`src/rtl/alu_pkg.sv`:
```
// Shared ALU definitions: operand-loader FSM encoding, default widths and the
// opcode map used by the ALU, the operand loader and the output register.
package alu_pkg;

   localparam int WIDTH_DEF    = 32;
   localparam int OP_WIDTH_DEF = 4;

   typedef logic [1:0] state_t;

   localparam state_t ST_IDLE    = 2'b00;
   localparam state_t ST_COLLECT = 2'b01;
   localparam state_t ST_ISSUE   = 2'b10;

   localparam logic [OP_WIDTH_DEF-1:0] OP_ADD = 4'h0;
   localparam logic [OP_WIDTH_DEF-1:0] OP_SUB = 4'h1;
   localparam logic [OP_WIDTH_DEF-1:0] OP_AND = 4'h2;
   localparam logic [OP_WIDTH_DEF-1:0] OP_OR  = 4'h3;
   localparam logic [OP_WIDTH_DEF-1:0] OP_XOR = 4'h4;
   localparam logic [OP_WIDTH_DEF-1:0] OP_SHL = 4'h5;
   localparam logic [OP_WIDTH_DEF-1:0] OP_SHR = 4'h6;
   localparam logic [OP_WIDTH_DEF-1:0] OP_CMP = 4'h7;

   // Where the collection side should sit given the post-edge field flags.
   function automatic state_t fill_state(input logic a, input logic b, input logic op);
      if (a && b && op)
         fill_state = ST_ISSUE;
      else if (a || b || op)
         fill_state = ST_COLLECT;
      else
         fill_state = ST_IDLE;
   endfunction

endpackage

```
`src/rtl/alu_operand_loader_if.sv`:
```
// Bus/control/ALU-side signal bundle of the operand loader. The slave modport
// is the loader itself; the master modport is whoever drives it.
interface alu_operand_loader_if #(
   parameter int WIDTH    = 32,
   parameter int OP_WIDTH = 4
);
   logic [WIDTH-1:0]    BUS_IN;
   logic                load_a;
   logic                load_b;
   logic                load_op;
   logic [OP_WIDTH-1:0] op_in;
   logic                flush;
   logic                alu_ready;
   logic                clear_err;
   logic [WIDTH-1:0]    OPERAND_A;
   logic [WIDTH-1:0]    OPERAND_B;
   logic [OP_WIDTH-1:0] ALU_OP;
   logic                alu_valid;
   logic                load_rdy;
   logic                have_a;
   logic                have_b;
   logic                have_op;
   logic                overrun;

   modport master (
      output BUS_IN, load_a, load_b, load_op, op_in, flush, alu_ready, clear_err,
      input  OPERAND_A, OPERAND_B, ALU_OP, alu_valid, load_rdy,
             have_a, have_b, have_op, overrun
   );

   modport slave (
      input  BUS_IN, load_a, load_b, load_op, op_in, flush, alu_ready, clear_err,
      output OPERAND_A, OPERAND_B, ALU_OP, alu_valid, load_rdy,
             have_a, have_b, have_op, overrun
   );
endinterface

```
`src/rtl/alu_operand_field.sv`:
```
// One operand/opcode slot: load-enabled value register plus a "captured" flag.
// Clearing drops only the flag; the value is kept for the ALU after handoff.
module alu_operand_field #(
   parameter int W = 32
) (
   input  logic         clk,
   input  logic         rst_n,
   input  logic         load,
   input  logic         clear,
   input  logic [W-1:0] d,
   output logic [W-1:0] q,
   output logic         have
);

   logic [W-1:0] val_d, val_q;
   logic         have_d, have_q;

   always_comb begin
      val_d  = val_q;
      have_d = have_q;
      if (load) begin
         val_d  = d;
         have_d = 1'b1;
      end
      if (clear)
         have_d = 1'b0;
   end

   always_ff @(posedge clk or negedge rst_n) begin
      if (!rst_n) begin
         val_q  <= '0;
         have_q <= 1'b0;
      end else begin
         val_q  <= val_d;
         have_q <= have_d;
      end
   end

   assign q    = val_q;
   assign have = have_q;

endmodule

```
`src/rtl/alu_operand_loader.sv`:
```
// Collects operand A, operand B and opcode from the shared bus, then offers
// the complete set to the ALU over a valid/ready handshake.
module alu_operand_loader
   import alu_pkg::*;
#(
   parameter int WIDTH    = WIDTH_DEF,
   parameter int OP_WIDTH = OP_WIDTH_DEF
) (
   input  logic clk,
   input  logic rst_n,
   alu_operand_loader_if.slave bus
);

   state_t state_d, state_q;
   logic   alu_valid_d, alu_valid_q;
   logic   overrun_d, overrun_q;

   logic   in_issue, accept, handoff, clr;
   logic   ld_a, ld_b, ld_op, any_load;
   logic   have_a, have_b, have_op;
   logic   nxt_a, nxt_b, nxt_op;

   logic [WIDTH-1:0]    opa, opb;
   logic [OP_WIDTH-1:0] opc;

   // Loads are accepted only outside ISSUE, and flush overrides everything.
   always_comb begin
      in_issue = (state_q == ST_ISSUE);
      accept   = !in_issue && !bus.flush;
      any_load = bus.load_a || bus.load_b || bus.load_op;
      ld_a     = bus.load_a  && accept;
      ld_b     = bus.load_b  && accept;
      ld_op    = bus.load_op && accept;
      handoff  = in_issue && bus.alu_ready && !bus.flush;
      clr      = bus.flush || handoff;
      nxt_a    = !clr && (have_a  || ld_a);
      nxt_b    = !clr && (have_b  || ld_b);
      nxt_op   = !clr && (have_op || ld_op);
   end

   always_comb begin
      state_d = state_q;
      if (bus.flush)
         state_d = ST_IDLE;
      else if (in_issue)
         state_d = handoff ? ST_IDLE : ST_ISSUE;
      else
         state_d = fill_state(nxt_a, nxt_b, nxt_op);
      alu_valid_d = (state_d == ST_ISSUE);
   end

   // A set request in the same cycle as clear_err must win; flush leaves it alone.
   always_comb begin
      overrun_d = overrun_q;
      if (bus.clear_err)
         overrun_d = 1'b0;
      if (in_issue && any_load && !bus.flush)
         overrun_d = 1'b1;
   end

   always_ff @(posedge clk or negedge rst_n) begin
      if (!rst_n) begin
         state_q     <= ST_IDLE;
         alu_valid_q <= 1'b0;
         overrun_q   <= 1'b0;
      end else begin
         state_q     <= state_d;
         alu_valid_q <= alu_valid_d;
         overrun_q   <= overrun_d;
      end
   end

   alu_operand_field #(.W(WIDTH)) u_field_a (
      .clk   (clk),
      .rst_n (rst_n),
      .load  (ld_a),
      .clear (clr),
      .d     (bus.BUS_IN),
      .q     (opa),
      .have  (have_a)
   );

   alu_operand_field #(.W(WIDTH)) u_field_b (
      .clk   (clk),
      .rst_n (rst_n),
      .load  (ld_b),
      .clear (clr),
      .d     (bus.BUS_IN),
      .q     (opb),
      .have  (have_b)
   );

   alu_operand_field #(.W(OP_WIDTH)) u_field_op (
      .clk   (clk),
      .rst_n (rst_n),
      .load  (ld_op),
      .clear (clr),
      .d     (bus.op_in),
      .q     (opc),
      .have  (have_op)
   );

   assign bus.OPERAND_A = opa;
   assign bus.OPERAND_B = opb;
   assign bus.ALU_OP    = opc;
   assign bus.alu_valid = alu_valid_q;
   assign bus.load_rdy  = (state_q != ST_ISSUE);
   assign bus.have_a    = have_a;
   assign bus.have_b    = have_b;
   assign bus.have_op   = have_op;
   assign bus.overrun   = overrun_q;

endmodule

```
`src/flat_wrapper.sv`:
```
// flat-port wrapper written by rule: the top's interface ports become plain ports
module alu_operand_loader_flat import alu_pkg::*;
#(
   parameter int WIDTH    = WIDTH_DEF,
   parameter int OP_WIDTH = OP_WIDTH_DEF
)
  (clk, rst_n, bus_BUS_IN, bus_load_a, bus_load_b, bus_load_op, bus_op_in, bus_flush, bus_alu_ready, bus_clear_err, bus_OPERAND_A, bus_OPERAND_B, bus_ALU_OP, bus_alu_valid, bus_load_rdy, bus_have_a, bus_have_b, bus_have_op, bus_overrun);
  alu_operand_loader_if #(.WIDTH(WIDTH), .OP_WIDTH(OP_WIDTH)) bus_i ();
  input  logic clk;
  input  logic rst_n;
  input wire logic [$bits(bus_i.BUS_IN)-1:0] bus_BUS_IN;
  input wire logic [$bits(bus_i.load_a)-1:0] bus_load_a;
  input wire logic [$bits(bus_i.load_b)-1:0] bus_load_b;
  input wire logic [$bits(bus_i.load_op)-1:0] bus_load_op;
  input wire logic [$bits(bus_i.op_in)-1:0] bus_op_in;
  input wire logic [$bits(bus_i.flush)-1:0] bus_flush;
  input wire logic [$bits(bus_i.alu_ready)-1:0] bus_alu_ready;
  input wire logic [$bits(bus_i.clear_err)-1:0] bus_clear_err;
  output wire logic [$bits(bus_i.OPERAND_A)-1:0] bus_OPERAND_A;
  output wire logic [$bits(bus_i.OPERAND_B)-1:0] bus_OPERAND_B;
  output wire logic [$bits(bus_i.ALU_OP)-1:0] bus_ALU_OP;
  output wire logic [$bits(bus_i.alu_valid)-1:0] bus_alu_valid;
  output wire logic [$bits(bus_i.load_rdy)-1:0] bus_load_rdy;
  output wire logic [$bits(bus_i.have_a)-1:0] bus_have_a;
  output wire logic [$bits(bus_i.have_b)-1:0] bus_have_b;
  output wire logic [$bits(bus_i.have_op)-1:0] bus_have_op;
  output wire logic [$bits(bus_i.overrun)-1:0] bus_overrun;
  assign bus_i.BUS_IN = bus_BUS_IN;
  assign bus_i.load_a = bus_load_a;
  assign bus_i.load_b = bus_load_b;
  assign bus_i.load_op = bus_load_op;
  assign bus_i.op_in = bus_op_in;
  assign bus_i.flush = bus_flush;
  assign bus_i.alu_ready = bus_alu_ready;
  assign bus_i.clear_err = bus_clear_err;
  assign bus_OPERAND_A = bus_i.OPERAND_A;
  assign bus_OPERAND_B = bus_i.OPERAND_B;
  assign bus_ALU_OP = bus_i.ALU_OP;
  assign bus_alu_valid = bus_i.alu_valid;
  assign bus_load_rdy = bus_i.load_rdy;
  assign bus_have_a = bus_i.have_a;
  assign bus_have_b = bus_i.have_b;
  assign bus_have_op = bus_i.have_op;
  assign bus_overrun = bus_i.overrun;
  alu_operand_loader #(.WIDTH(WIDTH), .OP_WIDTH(OP_WIDTH)) u_core (.clk(clk), .rst_n(rst_n), .bus(bus_i));
endmodule
```
`config.mk`:
```
export PLATFORM = sky130hd
export DESIGN_NAME = alu_operand_loader_flat
export DESIGN_NICKNAME = d
export VERILOG_FILES = /design/src/rtl/alu_pkg.sv /design/src/rtl/alu_operand_loader_if.sv /design/src/rtl/alu_operand_field.sv /design/src/rtl/alu_operand_loader.sv /design/src/flat_wrapper.sv
export SDC_FILE = /design/constraint.sdc
export NUM_CORES = 1
export LEC_CHECK = 0
export CAP_MARGIN = 5
export CORE_ASPECT_RATIO = 2
export CORE_MARGIN = 2
export CORE_UTILIZATION = 24
export CTS_BUF_LIST = sky130_fd_sc_hd__clkbuf_8
export CTS_CLUSTER_SIZE = 20
export DETAILED_ROUTE_END_ITERATION = 8
export PLACE_DENSITY = 0.47
export SETUP_SLACK_MARGIN = 0.2
export SLEW_MARGIN = 10
export SYNTH_ARGS = -nofsm -noshare
export SYNTH_HDL_FRONTEND = slang
export SYNTH_SLANG_ARGS = --single-unit
```
`constraint.sdc`:
```
create_clock -name clk -period 2.1 [get_ports clk]
set_clock_uncertainty 0.05 [all_clocks]
set_input_delay 0.42 -clock clk [delete_from_list [all_inputs] [get_ports clk]]
set_output_delay 0.42 -clock clk [all_outputs]
set_load 0.05 [all_outputs]
```
== Yosys cells after proc, flatten, opt, wreduce, memory -nomap -nowiden ==
Index checks and enable logic that the tools add are counted.

* Output and inout port bits: 74
* Word-level logic and storage cells: 53
* Flip-flop bits (word level): 75
* Input port bits: 44

* Eq/ne operators: 3
* Multiplexer cells: 13
* Reduce and logical (&&, ||, !) cells: 28

{| class="wikitable"
|+ Operators by type and width
! operator !! number
|-
| logical AND 1 bit || 13
|-
| two-way mux 1 bit || 9
|-
| logical OR 1 bit || 8
|-
| two-way mux 2 bit || 4
|-
| nonzero test 2 bit || 4
|-
| equality test 2 bit, second input constant || 2
|-
| logical NOT 1 bit || 3
|-
| != test 2 bit, second input constant || 1
|}

== Depth between registers and ports, before layout ==
Gate-level depths: netlist (run 1).

* Word-level depth: 13
* Gate-level depth with buffers: 6

== Modules after synthesis ==
Synthesis (run 1) repeated with hierarchy kept, for this count alone.

* Cells, all modules: 176
* Area, all modules: 3185.6 µm²

{| class="wikitable"
|+ By module, submodules not included
! module !! cells an instance !! area an instance (µm²) !! instances !! seq. area each (µm²)
|-
| alu_operand_field (u_core.u_field_a ...) || 70 || 1376.3 || 2 || 825.8
|-
| alu_operand_loader || 26 || 252.7 || 1 || 100.1
|-
| alu_operand_field (u_core.u_field_op) || 10 || 180.2 || 1 || 125.1
|}

== Worst setup path after synthesis (run 1) ==
Ideal clock, no wire load.

* Path kind: register -> register
* Start point: register u_core.u_field_b.have_q, in the netlist u_core.u_field_b.have
* End point: register u_core.state_q[0]
* Required time: 1.926 ns
* Data arrival time: 1.476 ns
* Buffers on the path: 0
* Stages on the path, launching flop included: 4
* Setup time: 0.124 ns
* Setup slack: 0.450 ns
* Period minus slack after synthesis: 1.650 ns
* Cell sequence: dfrtp_1 or4_1 o311a_1 o31a_1

* Cells in the longest elaborated chain, start to end: 8
* Elaborated cells between the ends (all ways): 10

{| class="wikitable"
|+ Ends and longest elaborated chain
! item !! RTL line !! RTL
|-
| start, declared || alu_operand_field.sv:16 || <nowiki>logic have_d, have_q;</nowiki>
|-
| start signal, assigned || alu_operand_field.sv:35 || <nowiki>have_q <= have_d;</nowiki>
|-
| logical OR 1 bit (*) || alu_operand_loader.sv:37 || <nowiki>nxt_b = !clr && (have_b || ld_b);</nowiki>
|-
| logical AND 1 bit (*) || alu_operand_loader.sv:37 ||
|-
| logical OR 1 bit (2 in series) || alu_pkg.sv:27 || <nowiki>else if (a || b || op)</nowiki>
|-
| two-way mux 1 bit || alu_pkg.sv:27 ||
|-
| two-way mux 2 bit (*) || alu_pkg.sv:25 || <nowiki>if (a && b && op)</nowiki>
|-
| two-way mux 2 bit (*) || alu_operand_loader.sv:45 || <nowiki>else if (in_issue)</nowiki>
|-
| two-way mux 2 bit (*) || alu_operand_loader.sv:43 || <nowiki>if (bus.flush)</nowiki>
|-
| via u_core.state_d[0] || alu_operand_loader.sv:14 || <nowiki>state_t state_d, state_q;</nowiki>
|-
| end signal, assigned || alu_operand_loader.sv:67 || <nowiki>state_q <= state_d;</nowiki>
|-
| end, declared || alu_operand_loader.sv:14 ||
|}

The timed path passes the listed nets; every way through them passes the cells marked *.
A chain may end at the register's enable or synchronous reset.

== Worst setup path after layout (run 1) ==
* Start point: register u_core.u_field_a.val_q[1], in the netlist u_core.u_field_a.q[1]
* End point: output port bus_OPERAND_A[1]

{| class="wikitable"
|+ RTL lines
! item !! RTL line !! RTL
|-
| start, declared || alu_operand_field.sv:15 || <nowiki>logic [W-1:0] val_d, val_q;</nowiki>
|-
| start signal, assigned || alu_operand_field.sv:34 || <nowiki>val_q <= val_d;</nowiki>
|-
| end, declared || flat_wrapper.sv:19 || <nowiki>output wire logic [$bits(bus_i.OPERAND_A)-1:0] bus_OPERAND_A;</nowiki>
|}

No word-level cell between the ends.

==> results of run 1 <==
## power by group through the flow
stage / registers [mW] / logic (mW) / clock network [mW]
final: 1.87 / 1.99 / 1.17
after global routing: 1.90 / 2.07 / 1.30
after CTS: 1.87 / 2.02 / 1.24
after detailed placement: 1.91 / 2.19 / 0
after global placement: 1.90 / 2.18 / 0
after floorplan: 2.86 / 0.424 / 0
## timing repair
action,in CTS,in global routing
setup endpoints to repair,67,0
setup buffers,0,0
hold buffers,1,0
resized for setup,67,0
hold endpoints to repair,30,0
## state kept, by name, indices dropped and copies added, names as in the netlist
register / count
u_core.state_q: 2
u_core.u_field_op.q: 4
u_core.bus.overrun: 1
u_core.u_field_op.have: 1
u_core.u_field_b.q: 32
u_core.u_field_b.have: 1
u_core.bus.alu_valid: 1
u_core.u_field_a.have: 1
u_core.u_field_a.q: 32
## worst max-delay path by stage
stage                            from                     end  slack [ps]  cells past startpoint
2_1_floorplan   u_core.u_field_b.have       u_core.state_q[0]         450                      3
3_3_place_gp                bus_flush  u_core.u_field_a.q[24]          90                      5
3_5_place_dp                bus_flush   u_core.u_field_a.q[8]          70                      5
4_1_cts         u_core.u_field_a.have              bus_have_a         320                      1
5_1_grt        u_core.u_field_op.have             bus_have_op         300                      1
6_report        u_core.u_field_a.q[1]        bus_OPERAND_A[1]         360                      1
## metal layers
metal	vias up	share of wire (%)	GRT usage (%)
met1	972	35	11.7
met2	59	60	23.0
met5	-	0	0
met4	0	1.8	6.26
li1	872	-	-
met3	7	3.8	2.34
## layout by cell type (no fill, tap or decap), types with 2 or more instances in the layout
| cell | n |
|---|---|
| sky130_fd_sc_hd__clkdlybuf4s50_1 | 42 |
| sky130_fd_sc_hd__nand2_1 | 5 |
| sky130_fd_sc_hd__inv_1 | 3 |
| sky130_fd_sc_hd__a21o_1 | 2 |
| sky130_fd_sc_hd__buf_4 | 13 |
| sky130_fd_sc_hd__nor2_1 | 3 |
| sky130_fd_sc_hd__clkinv_2 | 2 |
| sky130_fd_sc_hd__dfrtp_1 | 75 |
| sky130_fd_sc_hd__buf_12 | 4 |
| sky130_fd_sc_hd__o31ai_1 | 2 |
| sky130_fd_sc_hd__mux2_2 | 38 |
| sky130_fd_sc_hd__mux2_4 | 30 |
| sky130_fd_sc_hd__dlygate4sd2_1 | 67 |
| sky130_fd_sc_hd__clkbuf_8 | 12 |
## synthesized netlist by cell type
library cell / n / area [um2]
sky130_fd_sc_hd__o31ai_1: 2 / 15.0
sky130_fd_sc_hd__o311a_1: 1 / 10.0
sky130_fd_sc_hd__o31a_1: 1 / 8.76
sky130_fd_sc_hd__inv_1: 3 / 11.3
sky130_fd_sc_hd__nor2_1: 3 / 11.3
sky130_fd_sc_hd__or4_1: 1 / 7.51
sky130_fd_sc_hd__mux2_4: 30 / 450
sky130_fd_sc_hd__o32ai_1: 1 / 8.76
sky130_fd_sc_hd__buf_12: 3 / 60.1
sky130_fd_sc_hd__mux2_2: 38 / 428
sky130_fd_sc_hd__nor2b_4: 1 / 13.8
sky130_fd_sc_hd__and3_4: 1 / 11.3
sky130_fd_sc_hd__a32oi_1: 1 / 8.76
sky130_fd_sc_hd__dfrtp_1: 75 / 1880
sky130_fd_sc_hd__inv_2: 1 / 3.75
sky130_fd_sc_hd__nand2_1: 5 / 18.8
sky130_fd_sc_hd__nor3_1: 1 / 5.00
sky130_fd_sc_hd__buf_6: 1 / 11.3
sky130_fd_sc_hd__a21o_1: 2 / 15.0
sky130_fd_sc_hd__or3_1: 1 / 6.26
sky130_fd_sc_hd__buf_2: 3 / 15.0
## metrics by stage
step           util (%)  cell area (um2)  std cells  total power [mW]  hold WS [ps]
2_1_floorplan         -             3000        175              3.28          74.4
3_3_place_gp       35.8             4360        441              4.08           338
3_5_place_dp       35.8             4360        441              4.09           346
4_1_cts            36.9             4500        458              5.13           458
5_1_grt            36.9             4500        458              5.27           472
6_report           36.9             4500        458              5.03           454
## logic make-up (layout without fill, tap and decap cells)
family	count (synthesis)	count (layout)
compound gates	8	8
mux	68	68
flops	75	75
simple gates	13	13
buf+inv	11	147
## layout make-up
| cell class | count | area, um2 |
|---|---|---|
| clock inverter | 4 | 47.5 |
| multi-input combinational | 89 | 1020 |
| tap | 147 | 184 |
| sequential | 75 | 1880 |
| fill | 1210 | 7690 |
| timing repair buffer | 127 | 1190 |
| inverter | 4 | 15.0 |
| clock buffer | 12 | 165 |
==> impl_metrics.yaml, run 1 <==
run_status:
  run_status: "completed"
setup_path:
  path_cells: "dlygate4sd2_1"
  critical_path.n_buffers_inverters: 1
  crit-reg2reg-capture: "u_core.u_field_a.q[29]"
  timing.critical_path.to_type: "primary output"
  worst_setup_path_start_kind: "flip-flop"
  worst_ep_arrival_time_ps: 1270
  reg2regPathDepth: 5
  crit-reg2reg-launch: "u_core.state_q[1]"
  critPathSlowestCell: "sky130_fd_sc_hd__dlygate4sd2_1"
  max_stage_delay_ps: 550
  worst_ep_required_time_ps: 1630
  timing.setup.critical_path_class: "flip-flop to primary output"
  worst_path_dominant_cell_family: "buffers and inverters"
  worstPathMaxFanout: 2
  reg2reg_setup_slack_ps: 550
placement:
  numPortBuffers: 117
  globalplace.congestion: 0.682
  place.detailed.hpwl_um: 5800
  place_ws_ps: 72.4
yosys:
  synth_sequential_area_ratio_pct: 62.6
  largest_family_of_logic_cells_by_synthesized_area: "multiplexers"
  syn_nets: 219
  synth_fa_ha_area_share_pct: 0
  synth-compound-area-share_pct: 2.21
  synth.cell_area_um2: 3000
  synthDistinctLibCells: 21
  post_synth_inst_count: 175
  yosys.area_share.xor_xnor_pct: 0
  yosys_warnings: 0
  simple_gate_share_of_the_synthesized_area_pct: 2.46
  multiplexer_fraction_of_the_synthesized_cell_area_pct: 29.3
  avgSynthCellArea_um2: 17.1
  ys_seq_elements: 75
power:
  total_leakage_power_nw: 2.08
  clockPowerShare_pct: 23.4
  relative_contribution_of_sequential_cells_to_total_power_pct: 37.1
  comb_power_share_pct: 39.5
  switching_portion_of_total_power_pct: 39.8
  vdd.ir_drop.worst_mv: 0.396
  p_switching_mw: 2.00
  power_report.internal_total_mw: 3.03
  power_density_nw_per_um2: 1120
finish:
  final_layout_size_suffix_gt1_share_pct: 33.4
  insertedDiodeCount: 0
  areaGrowthSynthToFinish_pct: 50.2
  num-nets-final: 350
clock_network:
  path_clk_slew_ps: 70
  cts-htree-levels: 3
  tritoncts: "done"
  cts_buffers: 9
  clkSinkCount: 75
  clockBufferDepth: 2
  ctsRootBufferMaster: "sky130_fd_sc_hd__clkbuf_8"
  clkLatencyLatePin_ps: 350
route:
  drt_wl_total_um: 7730
  wl_per_cell_um: 16.9
  drcViolationCount: 0
  detail_route.iter0.violations: 57
  drt_pass1_iterations: 4
  vias: 1910
  antenna_left: 0
  detail_route.vias_per_cell: 4.17
sta:
  setup_violations: 0
  max-slew-margin-rel_pct: 64.1
  worstMarginPinSlew_ps: 541
  fmax_ghz: 0.573
  final_max_slew_viol_count: 0
  fin_ws_ps: 356
  fin_tns_setup_ps: 0
  rsz_0062_raised_after_global_routing: "no"
  finalHoldViolCount: 0
  fin_crit_ps: 1740
  period_share_pct: 83.1
min_path:
  hold_ep: "u_core.u_field_b.q[22]"
  worstHoldPathCells: 1
  holdCritStartpoint: "u_core.u_field_b.q[22]"
  hold_class: "flip-flop to flip-flop"
grt:
  grt_overflow_total: 0
  grt_max_degree: 46
  initial_antenna_violation_count: 0
  gr-usage-all-layers_pct: 11.9
  first_global_vias: 2184
  grt_first_pass_wirelength_um: 12200
die:
  core.rowCount: 57
  die_extent_in_x_um: 83.0
  die_height_um: 162
  core_um2: 12200
  die_area_um2: 13400
  start_util_pct: 24.6
  io_pins: 118
job:
  max-cap-violations: 0
No activity file was read; power rests on OpenSTA's default activity.
==> run 2, diff against run 1 <==
- PLACE_DENSITY: 0.47 -> 0.49
- clock period: 2.1 -> 1.6 ns (I/O delays scaled with it)
==> run 2 against run 1 <==
Effect of this change:
- hold slack gained 19 ps
- sequential share of layout area shrank 7.7 points
- die area is the same
- critical path type is now input port to flip-flop
- highest routed layer unchanged
==> impl_metrics.yaml, run 2 (same netlist as run 1, synthesis figures left out) <==
route:
  wl_per_cell_um: 17.5
  detail_route.iter0.violations: 41
  drt_pass1_iterations: 4
  antenna_left: 0
  vias: 2015
  drcViolationCount: 0
  drt_wl_total_um: 8150
  detail_route.vias_per_cell: 4.32
min_path:
  hold_class: "input port to asynchronous set/reset pin"
placement:
  postPlaceCellArea_um2: 5150
  numPortBuffers: 117
  place.detailed.hpwl_um: 5730
  place_ws_ps: -254
  globalplace.congestion: 0.707
finish:
  filler_cell_count: 1073
  mostFrequentLayoutCells: "78 x sky130_fd_sc_hd__buf_12, 73 x sky130_fd_sc_hd__dfrtp_1, 42 x sky130_fd_sc_hd__clkdlybuf4s50_1"
  num-nets-final: 359
  insertedDiodeCount: 0
  total_area_of_multi_input_combinational_cells_um2: 1040
  areaGrowthSynthToFinish_pct: 84.8
  post-route-util_pct: 45.4
  layout_commonest_cell: "sky130_fd_sc_hd__buf_12"
  layout.area.seq_um2: 1880
  post_route_design_area_um2: 5540
  final_layout_size_suffix_gt1_share_pct: 58.0
run_status:
  run_status: "completed"
sta:
  fmax_ghz: 0.647
  rsz_0062_raised_after_global_routing: "yes"
  fin_ws_ps: 55.1
  fin_hold_ws_ps: 473
  finalHoldViolCount: 0
  max-slew-margin-rel_pct: 72.1
  period_share_pct: 96.6
  worstMarginPinSlew_ps: 418
  setup_violations: 0
  final_max_slew_viol_count: 0
  fin_crit_ps: 1540
die:
  die_height_um: 162
  core_um2: 12200
  io_pins: 118
  die_area_um2: 13400
  start_util_pct: 24.6
  die_extent_in_x_um: 83.0
  core.rowCount: 57
clock_network:
  clkLatencyLatePin_ps: 340
  clockBufferDepth: 2
  cts-htree-levels: 3
  cts_buffers: 9
  ctsRootBufferMaster: "sky130_fd_sc_hd__clkbuf_8"
  path_clk_slew_ps: 80
  tritoncts: "done"
  clkSinkCount: 75
grt:
  initial_antenna_violation_count: 0
  grt_first_pass_wirelength_um: 12300
  gr-usage-all-layers_pct: 12.1
  grt_overflow_total: 0
  first_global_vias: 2208
  grt_max_degree: 76
power:
  total_leakage_power_nw: 2.47
  power_density_nw_per_um2: 1480
  vdd.ir_drop.worst_mv: 0.822
setup_path:
  worstPathMaxFanout: 15
  crit-reg2reg-launch: "u_core.state_q[0]"
  worst_setup_path_start_kind: "input port"
  worst_ep_required_time_ps: 1770
  critPathSlowestCell: "sky130_fd_sc_hd__clkdlybuf4s50_1"
  reg2reg_setup_slack_ps: 70
  path_cells: "clkdlybuf4s50_1 -> inv_1 -> and3_4 -> buf_12 -> mux2_4"
  max_stage_delay_ps: 500
  timing.setup.critical_path_class: "input port to flip-flop"
  timing.critical_path.to_type: "flip-flop"
  reg2regPathDepth: 5
  worst_ep_arrival_time_ps: 1720
  crit-reg2reg-capture: "u_core.u_field_a.q[27]"
job:
  max-cap-violations: 0
[run 2: cell types whose count changed in the layout (fill, tap and decap cells not counted), sizes merged]
cell | previous run | this run
buf | 17 | 90
bufinv | 1 | 3
clkinv | 2 | 0
clkbuf | 12 | 14
dlygate4sd2 | 67 | 0
[run 2: routing by layer]
metal  up-vias  wire length (um)  global-route usage (%)  share of wire [%]
met4         0               165                    5.51                2.0
met5         -                 0                       0                  0
li1        894                 -                       -                  -
met3         8               305                    3.00                3.7
met1      1046              2710                    11.6                 33
met2        67              4980                    23.5                 61
[run 2: critical path, delay by kind of cell]
family,cells,cell delay [ps]
muxes,1,310
and+or+nand+nor,1,270
buffers and inverters,3,820
[run 2: final cells by class]
type | count | area share [%]
tap | 147 | 3.32
clock inverter | 4 | 1.76
clock buffer | 11 | 2.73
sequential | 75 | 33.9
multi-input combinational | 89 | 18.8
inverter | 4 | 0.362
timing repair buffer | 136 | 39.0
[run 2: metrics by stage]
step,setup TNS [ps],total power [mW],instances
after floorplan,0,4.32,175
after global routing,0,8.46,466
after global placement,-15120,6.35,443
after CTS,0,8.25,462
final,0,8.17,466
after detailed placement,-15240,6.38,443
[run 2: worst max-delay path by stage]
stage | end | depth (start not counted) | startpoint | slack [ps]
finish | u_core.u_field_a.q[27] | 5 | bus_flush | 60
global route | bus_load_rdy | 3 | u_core.state_q[0] | 10
CTS | u_core.u_field_b.q[30] | 5 | u_core.state_q[0] | 50
detailed placement | u_core.u_field_a.q[17] | 5 | bus_flush | -250
global placement | u_core.u_field_a.q[9] | 5 | bus_flush | -250
floorplan | u_core.u_field_a.q[0] | 6 | u_core.state_q[0] | 70
[run 2: what timing repair did]
item / in CTS / in global routing
endpoints found under the setup margin: 70 / 72
endpoints found under the hold margin: 75 / 0
gates cloned: 0 / 3
hold buffers: 1 / 0
buffers inserted: 3 / 1
resized for setup: 3 / 3
pin swaps: 3 / 0
[run 2: power breakdown]
| part | switching, mW | total (mW) | internal [mW] |
|---|---|---|---|
| clock | 0.692 | 1.81 | 1.11 |
| sequential | 0.400 | 2.66 | 2.26 |
| combinational | 1.77 | 3.70 | 1.93 |
| total | 2.87 | 8.17 | 5.30 |
